==> src/rtl/beta_crypt_mem_port.sv <==
// Multi-cycle encrypted data-memory port: iterative rotate/XOR round engine between
// the Beta core and Data_Memory, with a valid/ready request handshake.
module beta_crypt_mem_port #(
  parameter int                 DATA_W  = 32,
  parameter int                 ADDR_W  = 32,
  parameter int                 BLOCK_W = 128,
  parameter int                 ROUNDS  = 4,
  parameter int                 ROT     = 7,
  parameter logic [BLOCK_W-1:0] KEY     = 128'h0F1E2D3C4B5A69788796A5B4C3D2E1F0
) (
  input  logic               clk,
  input  logic               RESET,
  input  logic               req_valid,
  output logic               req_ready,
  input  logic               req_we,
  input  logic [ADDR_W-1:0]  req_adr,
  input  logic [DATA_W-1:0]  req_wd,
  output logic               rsp_valid,
  output logic [DATA_W-1:0]  rsp_rd,
  output logic               busy,
  output logic [ADDR_W-1:0]  mem_adr,
  output logic [BLOCK_W-1:0] mem_wd,
  output logic               mem_wr,
  output logic               mem_oe,
  input  logic [BLOCK_W-1:0] mem_rd
);

  localparam int CNT_W = (ROUNDS < 2) ? 1 : $clog2(ROUNDS + 1);

  typedef enum logic [2:0] {IDLE, ENC, WRITE, READ, DEC, RESP} state_t;

  state_t             state_reg, state_next;
  logic [BLOCK_W-1:0] s_reg;
  logic [CNT_W-1:0]   rcnt_reg;
  logic [ADDR_W-1:0]  mem_adr_reg;
  logic [DATA_W-1:0]  rsp_rd_reg;

  logic [BLOCK_W-1:0] enc_s, dec_s, enc_x;
  logic               last_round;

  // With ROT=0 the complementary shift is by BLOCK_W, which yields zero, so no special case.
  assign enc_x      = s_reg ^ KEY;
  assign enc_s      = (enc_x << ROT) | (enc_x >> (BLOCK_W - ROT));
  assign dec_s      = ((s_reg >> ROT) | (s_reg << (BLOCK_W - ROT))) ^ KEY;
  assign last_round = (rcnt_reg == CNT_W'(ROUNDS - 1));

  always_ff @(posedge clk) begin
    if (RESET) state_reg <= IDLE;
    else       state_reg <= state_next;
  end

  always_comb begin
    state_next = state_reg;
    case (state_reg)
      IDLE:    if (req_valid) state_next = req_we ? ENC : READ;
      ENC:     if (last_round) state_next = WRITE;
      WRITE:   state_next = RESP;
      READ:    state_next = DEC;
      DEC:     if (last_round) state_next = RESP;
      RESP:    state_next = IDLE;
      default: state_next = IDLE;
    endcase
  end

  always_comb begin
    req_ready = (state_reg == IDLE);
    busy      = (state_reg != IDLE);
    rsp_valid = (state_reg == RESP);
    mem_wr    = (state_reg == WRITE);
    mem_oe    = (state_reg == READ);
    mem_wd    = (state_reg == WRITE) ? s_reg : '0;
  end

  always_ff @(posedge clk) begin
    if (RESET) begin
      s_reg       <= '0;
      rcnt_reg    <= '0;
      mem_adr_reg <= '0;
      rsp_rd_reg  <= '0;
    end else begin
      case (state_reg)
        IDLE: if (req_valid) begin
          mem_adr_reg <= req_adr;
          if (req_we) begin
            s_reg    <= BLOCK_W'(req_wd);
            rcnt_reg <= '0;
          end
        end
        ENC: begin
          s_reg    <= enc_s;
          rcnt_reg <= rcnt_reg + 1'b1;
        end
        WRITE: rsp_rd_reg <= '0;
        READ: begin
          s_reg    <= mem_rd;
          rcnt_reg <= '0;
        end
        DEC: begin
          s_reg    <= dec_s;
          rcnt_reg <= rcnt_reg + 1'b1;
          // Capture the post-round value so rsp_rd is ready when RESP begins.
          if (last_round) rsp_rd_reg <= dec_s[DATA_W-1:0];
        end
        default: ;
      endcase
    end
  end

  assign mem_adr = mem_adr_reg;
  assign rsp_rd  = rsp_rd_reg;

endmodule

==> config.mk <==
export PLATFORM = sky130hd
export DESIGN_NAME = beta_crypt_mem_port
export DESIGN_NICKNAME = d
export VERILOG_FILES = /design/src/rtl/beta_crypt_mem_port.sv
export SDC_FILE = /design/constraint.sdc
export NUM_CORES = 1
export LEC_CHECK = 0
export ABC_AREA = 1
export CAP_MARGIN = 15
export CORE_AREA = 2 2 152 154
export DETAILED_ROUTE_END_ITERATION = 8
export DIE_AREA = 0 0 154 156
export GPL_ROUTABILITY_DRIVEN = 0
export GPL_TIMING_DRIVEN = 0
export PLACE_DENSITY_LB_ADDON = 0.08
export SYNTH_ARGS = -nofsm -noshare
export SYNTH_HDL_FRONTEND = slang
export SYNTH_SLANG_ARGS = --single-unit
==> constraint.sdc <==
create_clock -name clk -period 2.8 [get_ports clk]
set_clock_uncertainty 0.05 [all_clocks]
set_input_delay 0.7 -clock clk [delete_from_list [all_inputs] [get_ports clk]]
set_output_delay 0.7 -clock clk [all_outputs]
set_load 0.005 [all_outputs]
* Word level (Yosys, flattened, before mapping)
Cells that the tools add are included.
** Word-level totals
- Logic and storage cells :: 45
- Input port bits :: 196
- Output and inout port bits :: 197
- Register bits after elaboration :: 198
** Cells by class
- Reduce and logical (&&, ||, !) cells :: 11
- Add/subtract/negate cells :: 1
- Multiplexer cells :: 14
- Bitwise operators :: 4
- Eq/ne operators :: 10
** Operator list (number)
- 128-bit case mux with 4 select lines :: 1
- 128-bit two-way mux :: 3
- 64-bit inverter :: 2
- 121-bit by 128-bit OR with 128-bit output :: 1
- 128-bit by 7-bit OR with 128-bit output :: 1
- 32-bit case mux with 2 select lines :: 1
- 32-bit two-way mux :: 1
- 3-bit two-way mux :: 5
- 3-bit case mux with 5 select lines :: 1
- 3-bit by 2-bit == test with 1-bit output (second input constant) :: 3
- 3-bit case mux with 3 select lines :: 1
- 3-bit AND reduction :: 3
- 3-bit == test (second input constant) :: 2
- 2-bit inequality test (second input constant) :: 3
- 3-bit nonzero test :: 2
- 2-bit AND reduction :: 2
- 4-bit nonzero test :: 1
- 3-bit by 1-bit adder with 3-bit output (second input constant) :: 1
- 3-bit by 1-bit == test with 1-bit output (second input constant) :: 1
- 3-bit logical NOT :: 1
- 2-bit two-way mux :: 1
- 2-bit by 1-bit inequality test with 1-bit output (second input constant) :: 1
- 2-bit nonzero test :: 1
- 2-bit OR reduction :: 1

* Depth between registers and ports, before layout
Gate-level depths: netlist (run 1).
- Depth in word-level cells :: 4
- Mapped depth :: 10

* Worst setup path before layout (run 1)
Ideal clock, no wire load.
- Kind :: flip-flop to output port
- Start point :: register state_reg[2]
- End point :: output port mem_wd[100]
- Cell stages (with the launch flop) :: 8
- Arrival time :: 1216 ps
- Slack :: 834 ps
- Path buffers :: 4
- Required time :: 2050 ps
- Cell sequence :: dfxtp_1 > buf_6 > inv_2 > buf_6 > nand3_1 > clkbuf_1 > buf_2 > nor2_1
** On the way
- Cells in the longest elaborated chain, start to end :: 2
** RTL lines
- from (decl) :: line 32 : state_t state_reg, state_next;
- from (signal assigned) :: line 49 : else state_reg <= state_next;
- 3-bit by 2-bit == test with 1-bit output :: line 71 : mem_wd = (state_reg == WRITE) ? s_reg : '0;
- 128-bit two-way mux :: line 71
- to (decl) :: line 22 : output logic [BLOCK_W-1:0] mem_wd,
No other way between the ends.

* Final worst setup path (run 1)
- Start point :: register state_reg[2]
- End point :: output port mem_wd[108]
Same word-level chain as after synthesis.

==> results of run 1 <==
power breakdown:
part           internal, mW  leakage, nW  switching (mW)
combinational          2.55         5.89            4.44
clock                  1.22        0.276            1.20
sequential             3.66         1.62           0.663
repair_timing:
item                       4_1_cts  5_1_grt
cloned                           2        0
gates resized for setup        116      154
buffers inserted                 7        6
pin swaps                        1        1
setup endpoints to repair      133       93
synth_stat cells (all sizes together):
master | instances | area [um^2]
nor3 | 1 | 5.00
nand3b | 2 | 15.0
nand3 | 131 | 656
nand4 | 32 | 200
a21oi | 164 | 821
nand2 | 596 | 2240
inv | 138 | 518
nor3b | 1 | 7.51
nor2 | 454 | 1720
ha | 2 | 25.0
o21ai | 1 | 8.76
dfxtp | 198 | 3960
clkbuf | 53 | 199
buf | 80 | 457
path summary, 6_finish.rpt:
kind,cells past startpoint,from,slack (ns),end
setup / recovery,8,state_reg[2],-0.11,mem_wd[108]
setup reg to reg,7,rcnt_reg[0],0.73,rsp_rd[8]
hold / removal,2,s_reg[108],0.41,s_reg[108]
hold reg to reg,2,s_reg[108],0.41,s_reg[108]
cells by family after synthesis:
kind of cell               after synthesis
DFF                                    198
AOI/OAI and AO/OA                      165
adders and majority gates                2
and+or+nand+nor                       1217
buffers and inverters                  271
metal layers:
metal / GRT usage (%) / vias up
met1: 40.3 / 6133
li1: - / 6553
met4: 14.8 / 0
met3: 7.33 / 118
met2: 58.4 / 703
met5: 0 / -
cell usage in the layout, fill, tap and decap left out, drive strengths merged:
master,Yosys,routed
a21oi,164,164
nand3,131,131
clkbuf,53,107
clkdlybuf4s50,0,276
nand2,596,596
nor3,1,1
ha,2,2
o21ai,1,1
nor2,454,454
nand3b,2,2
clkinvlp,0,1
nor3b,1,1
dlymetal6s2s,0,55
clkdlybuf4s15,0,3
clkinv,0,5
dfxtp,198,198
nand4,32,32
dlygate4sd2,0,14
inv,138,144
buf,80,104
area by class of cell:
type | instances | area (um^2)
Timing Repair Buffer | 406 | 3960
Clock inverter | 12 | 109
Multi-Input combinational cell | 1384 | 5770
Clock buffer | 20 | 457
Buffer | 133 | 728
Fill cell | 1986 | 6500
Sequential cell | 198 | 3970
Inverter | 138 | 526
Tap cell | 285 | 357
critical path, delay by kind of cell, from the launching register on:
family | cells | cell delay (ns)
buffers and inverters | 6 | 1.15
DFF | 1 | 0.33
and+or+nand+nor | 2 | 0.24
==> results.ini, run 1 <==
[global_route]
antenna_found_initial=1
grt_max_degree=19
grt_pass1_vias=12700
grt.overflow.total=0
grt_pass1_wl_um=64800
grt_util_all_layers_pct=33.7

[synth]
synthAdderAreaFrac_pct=0.231
synth_cells=1853
synth.avg_cell_area_um2=5.85
synthesis.area_um2=10800
synth_compound_area_share_pct=7.65
yosys.area_share.simple_pct=44.7
syn_nets=2051
synth_top_family_by_area=simple AND/OR/NAND/NOR gates
ys_types=21
synth-seq-area-share_pct=36.6
ys_ff_latch=198
synth_warnings=0
yosys.area_share.xor_xnor_pct=0
synthMuxAreaShare_pct=0

[worst_setup_path]
startpoint_type=register
critical_path_class=register to output pin
critPathMaxFanout=10
cp-end-kind=output pin
cp_slowest_cell=clkdlybuf4s50_1
crit_chain=buf_6, inv_4, buf_6, nand3_4, buf_8, buf_2, nor2_1, clkdlybuf4s50_1
cpPeakStageDelay_ns=0.52
critPathArrivalTime_ns=2.16
crit_top_cell=buf_6
required_ns=2.05

[drt]
wl_met2_um=20100
wl_um=42500
ant_nets=0
drc=0
top_layer_used=met4
routedWlPerCell_um=16.5
dr.pass1.iters=7
drt-met1-wl_um=16700
vias=13500
drt_iter0_markers=1137
met3_length_um=4000
via_per_inst=5.24

[die]
die_h_um=156
die_area_um2=24000
rows=55
fp.coreArea_um2=22400
start_util_pct=48.5
io_pins=393
die_w_um=154

[cts]
cts_sinks=198
ctsHtreeMaxLevel=4
worstSkewPairLatency_ns=0.44
numCtsBuffers=17
clock_path_buffers=2
cts_hold_buf=0
path_clk_slew_ns=0.07
cts-root-buf=clkbuf_16
tritoncts=yes

[sta]
fin_setup_tns_ns=-1.24
fmax_mhz=344
maxSlewHeadroom_pct=38.6
setup_ws_ns=-0.111
period_minus_slack_ns=2.91
finalHoldViolations=0
tightest_slew_ns=0.921
setup-violations-final=29
period_share_pct=104
slew_violations=0
timing.hold.ws_ns=0.411
rsz0062_at_grt=true

[power]
peakVddDrop_mv=0.560
powerDensity_nw_per_um2=865
leakage_nw=7.78
power_mw=13.7

[place]
place_ws_ns=-0.486
portBuffers=391
hpwl_um=31800
dp.cells=2529
placedInstanceArea_um2=15100

[final_layout]
largest_register_ffs=128
finalCoreUtilization_pct=70.9
drive_above_1_share_pct=8.42
final_cells=2576
fin_nets=2476
finalInstanceArea_um2=15900
n_antenna_cell=0
area_growth_pct=46.4

[min_path]
min_path_type=register to register

[run]
max-cap-violations=0

[run_status]
status=finished, violations left
violations=negative setup slack

Note: power is estimated with default switching activity, not from simulation.
==> inputs of run 2 (changes only) <==
--- a/config.mk
+++ b/config.mk
@@ -7,9 +7,9 @@
 export LEC_CHECK = 0
 export ABC_AREA = 1
 export CAP_MARGIN = 15
-export CORE_AREA = 2 2 152 154
+export CORE_MARGIN = 5
+export CORE_UTILIZATION = 49
 export DETAILED_ROUTE_END_ITERATION = 8
-export DIE_AREA = 0 0 154 156
 export GPL_ROUTABILITY_DRIVEN = 0
 export GPL_TIMING_DRIVEN = 0
 export PLACE_DENSITY_LB_ADDON = 0.08
==> results.ini, run 2 (synthesized netlist as in run 1, its figures left out) <==
[final_layout]
regArea_um2=3960  ; was 3970 um^2
area_growth_pct=47.6  ; was 46.4%
final_cells=2573  ; was 2576
nFillCells=1890  ; was 1986
fin_nets=2471  ; was 2476
largest_register_ffs=128  ; unchanged
multi_input_area_um2=5760  ; was 5770 um^2
final_cell_mix=594 x nand2_1, 440 x nor2_1, 260 x clkdlybuf4s50_1  ; was 594 x nand2_1, 432 x nor2_1, 276 x clkdlybuf4s50_1
layout_commonest_cell=nand2_1  ; unchanged
drive_above_1_share_pct=6.26  ; was 8.42%

[global_route]
grt_pass1_vias=12800  ; was 12700
grt_max_degree=19  ; unchanged
grt_pass1_wl_um=67500  ; was 64800 um
grt.overflow.total=0  ; unchanged
antenna_found_initial=8  ; was 1
grt_util_all_layers_pct=32.6  ; was 33.7%

[cts]
path_clk_slew_ns=0.07  ; about the same
numCtsBuffers=17  ; unchanged
tritoncts=yes  ; unchanged
cts_sinks=198  ; unchanged
ctsHtreeMaxLevel=4  ; unchanged
clock_path_buffers=2  ; unchanged
worstSkewPairLatency_ns=0.44  ; about the same
cts-root-buf=clkbuf_16  ; unchanged

[die]
start_util_pct=49.7  ; was 48.5%
die_w_um=159  ; was 154 um
fp.coreArea_um2=21800  ; was 22400 um^2
die_h_um=159  ; was 156 um
rows=54  ; was 55
io_pins=393  ; unchanged
die_area_um2=25200  ; was 24000 um^2

[place]
hpwl_um=33200  ; was 31800 um
dp.cells=2524  ; was 2529
portBuffers=391  ; unchanged

[worst_setup_path]
critical_path_class=register to output pin  ; unchanged
crit_end=mem_wd[121]  ; was mem_wd[108]
critPathMaxFanout=10  ; unchanged
cp-end-kind=output pin  ; unchanged
r2r_slack_ns=0.72  ; was 0.73 ns
r2r_start=rcnt_reg[0]  ; unchanged
startpoint_type=register  ; unchanged
rr_worst_depth=7  ; unchanged
worstReg2RegEnd=rsp_rd[5]  ; was rsp_rd[8]
required_ns=2.05  ; about the same
crit_start=state_reg[2]  ; unchanged
critPathArrivalTime_ns=2.01  ; was 2.16 ns

[sta]
timing.hold.ws_ns=0.411  ; about the same
setup-violations-final=0  ; was 29
fin_setup_tns_ns=0  ; was -1.24 ns
finalHoldViolations=0  ; unchanged
fmax_mhz=363  ; was 344 MHz
maxSlewHeadroom_pct=47.4  ; was 38.6%
period_share_pct=98.4  ; was 104%
rsz0062_at_grt=true  ; unchanged
slew_violations=0  ; unchanged
tightest_slew_ns=0.790  ; was 0.921 ns
period_minus_slack_ns=2.76  ; was 2.91 ns

[drt]
drc=0  ; unchanged
ant_nets=0  ; unchanged
wl_um=43800  ; was 42500 um
vias=13400  ; was 13500
dr.pass1.iters=5  ; was 7
routedWlPerCell_um=17.0  ; was 16.5 um
drt_iter0_markers=1251  ; was 1137
via_per_inst=5.22  ; was 5.24

[min_path]
min_path_type=register to register  ; unchanged
hold_depth=2  ; unchanged

[run]
max-cap-violations=0  ; unchanged

[power]
powerDensity_nw_per_um2=861  ; was 865 nW/um^2
leakage_nw=7.93  ; was 7.78 nW
peakVddDrop_mv=0.576  ; was 0.560 mV

[run_status]
status=finished clean  ; was finished, violations left

[run 2: how the worst min path moves through the flow]
stage / to / slack, ns / startpoint
global route: s_reg[59] / 0.43 / s_reg[59]
global placement: s_reg[54] / 0.40 / s_reg[54]
finish: s_reg[38] / 0.41 / s_reg[38]
detailed placement: s_reg[46] / 0.40 / s_reg[46]
CTS: s_reg[38] / 0.41 / s_reg[38]
floorplan: s_reg[38] / 0.39 / s_reg[38]
[run 2: metrics by stage]
step                      cell area [um^2]  setup slack (ns)  util, %  total power [mW]
after floorplan                      10800             0.834        -              8.55
after global placement               15100            -0.479     69.2              10.8
after detailed placement             15100            -0.486     69.2              10.9
after CTS                            15800            -0.144     72.3              13.5
after global routing                 16000          -0.00795     73.3              14.7
final                                16000            0.0441     73.3              13.8
[run 2: critical path, stage by stage, from the launching register on]
cell and delay [ns]:
dfxtp_1 0.31, buf_6 0.14, inv_4 0.07, buf_6 0.10
nand3_4 0.10, buf_12 0.16, clkbuf_16 0.16, buf_4 0.18
nor2_1 0.09, dlygate4sd2_1 0.27
[run 2: what timing repair did]
item                       4_1_cts  5_1_grt
gates cloned                     2        0
setup buffers                    6        6
hold endpoints to repair         0        0
setup endpoints to repair      133       74
pin swaps                        1        1
hold buffers                     0        0
resized for setup              113       92
[run 2: power by group]
part | switching [mW] | leakage, nW | internal (mW) | total [mW]
registers | 0.658 | 1.62 | 3.66 | 4.31
logic | 4.44 | 6.03 | 2.59 | 7.03
clock network | 1.18 | 0.280 | 1.26 | 2.44
total | 6.27 | 7.93 | 7.50 | 13.8
[run 2: layout make-up]
type,instances,share of cell area (%)
Clock inverter,13,0.853
Sequential cell,198,24.8
Inverter,138,3.29
Tap cell,280,2.19
Timing Repair Buffer,405,25.6
Antenna cell,8,0.125
Buffer,129,4.48
Multi-Input combinational cell,1384,36.0
Clock buffer,18,2.68
[run 2: routing by layer]
metal,routed length (um),up-vias,GRT usage [%]
met1,16900,6061,38.9
met2,20500,699,54.0
met5,7,-,0
met4,2060,2,16.0
li1,-,6549,-
met3,4320,127,8.92
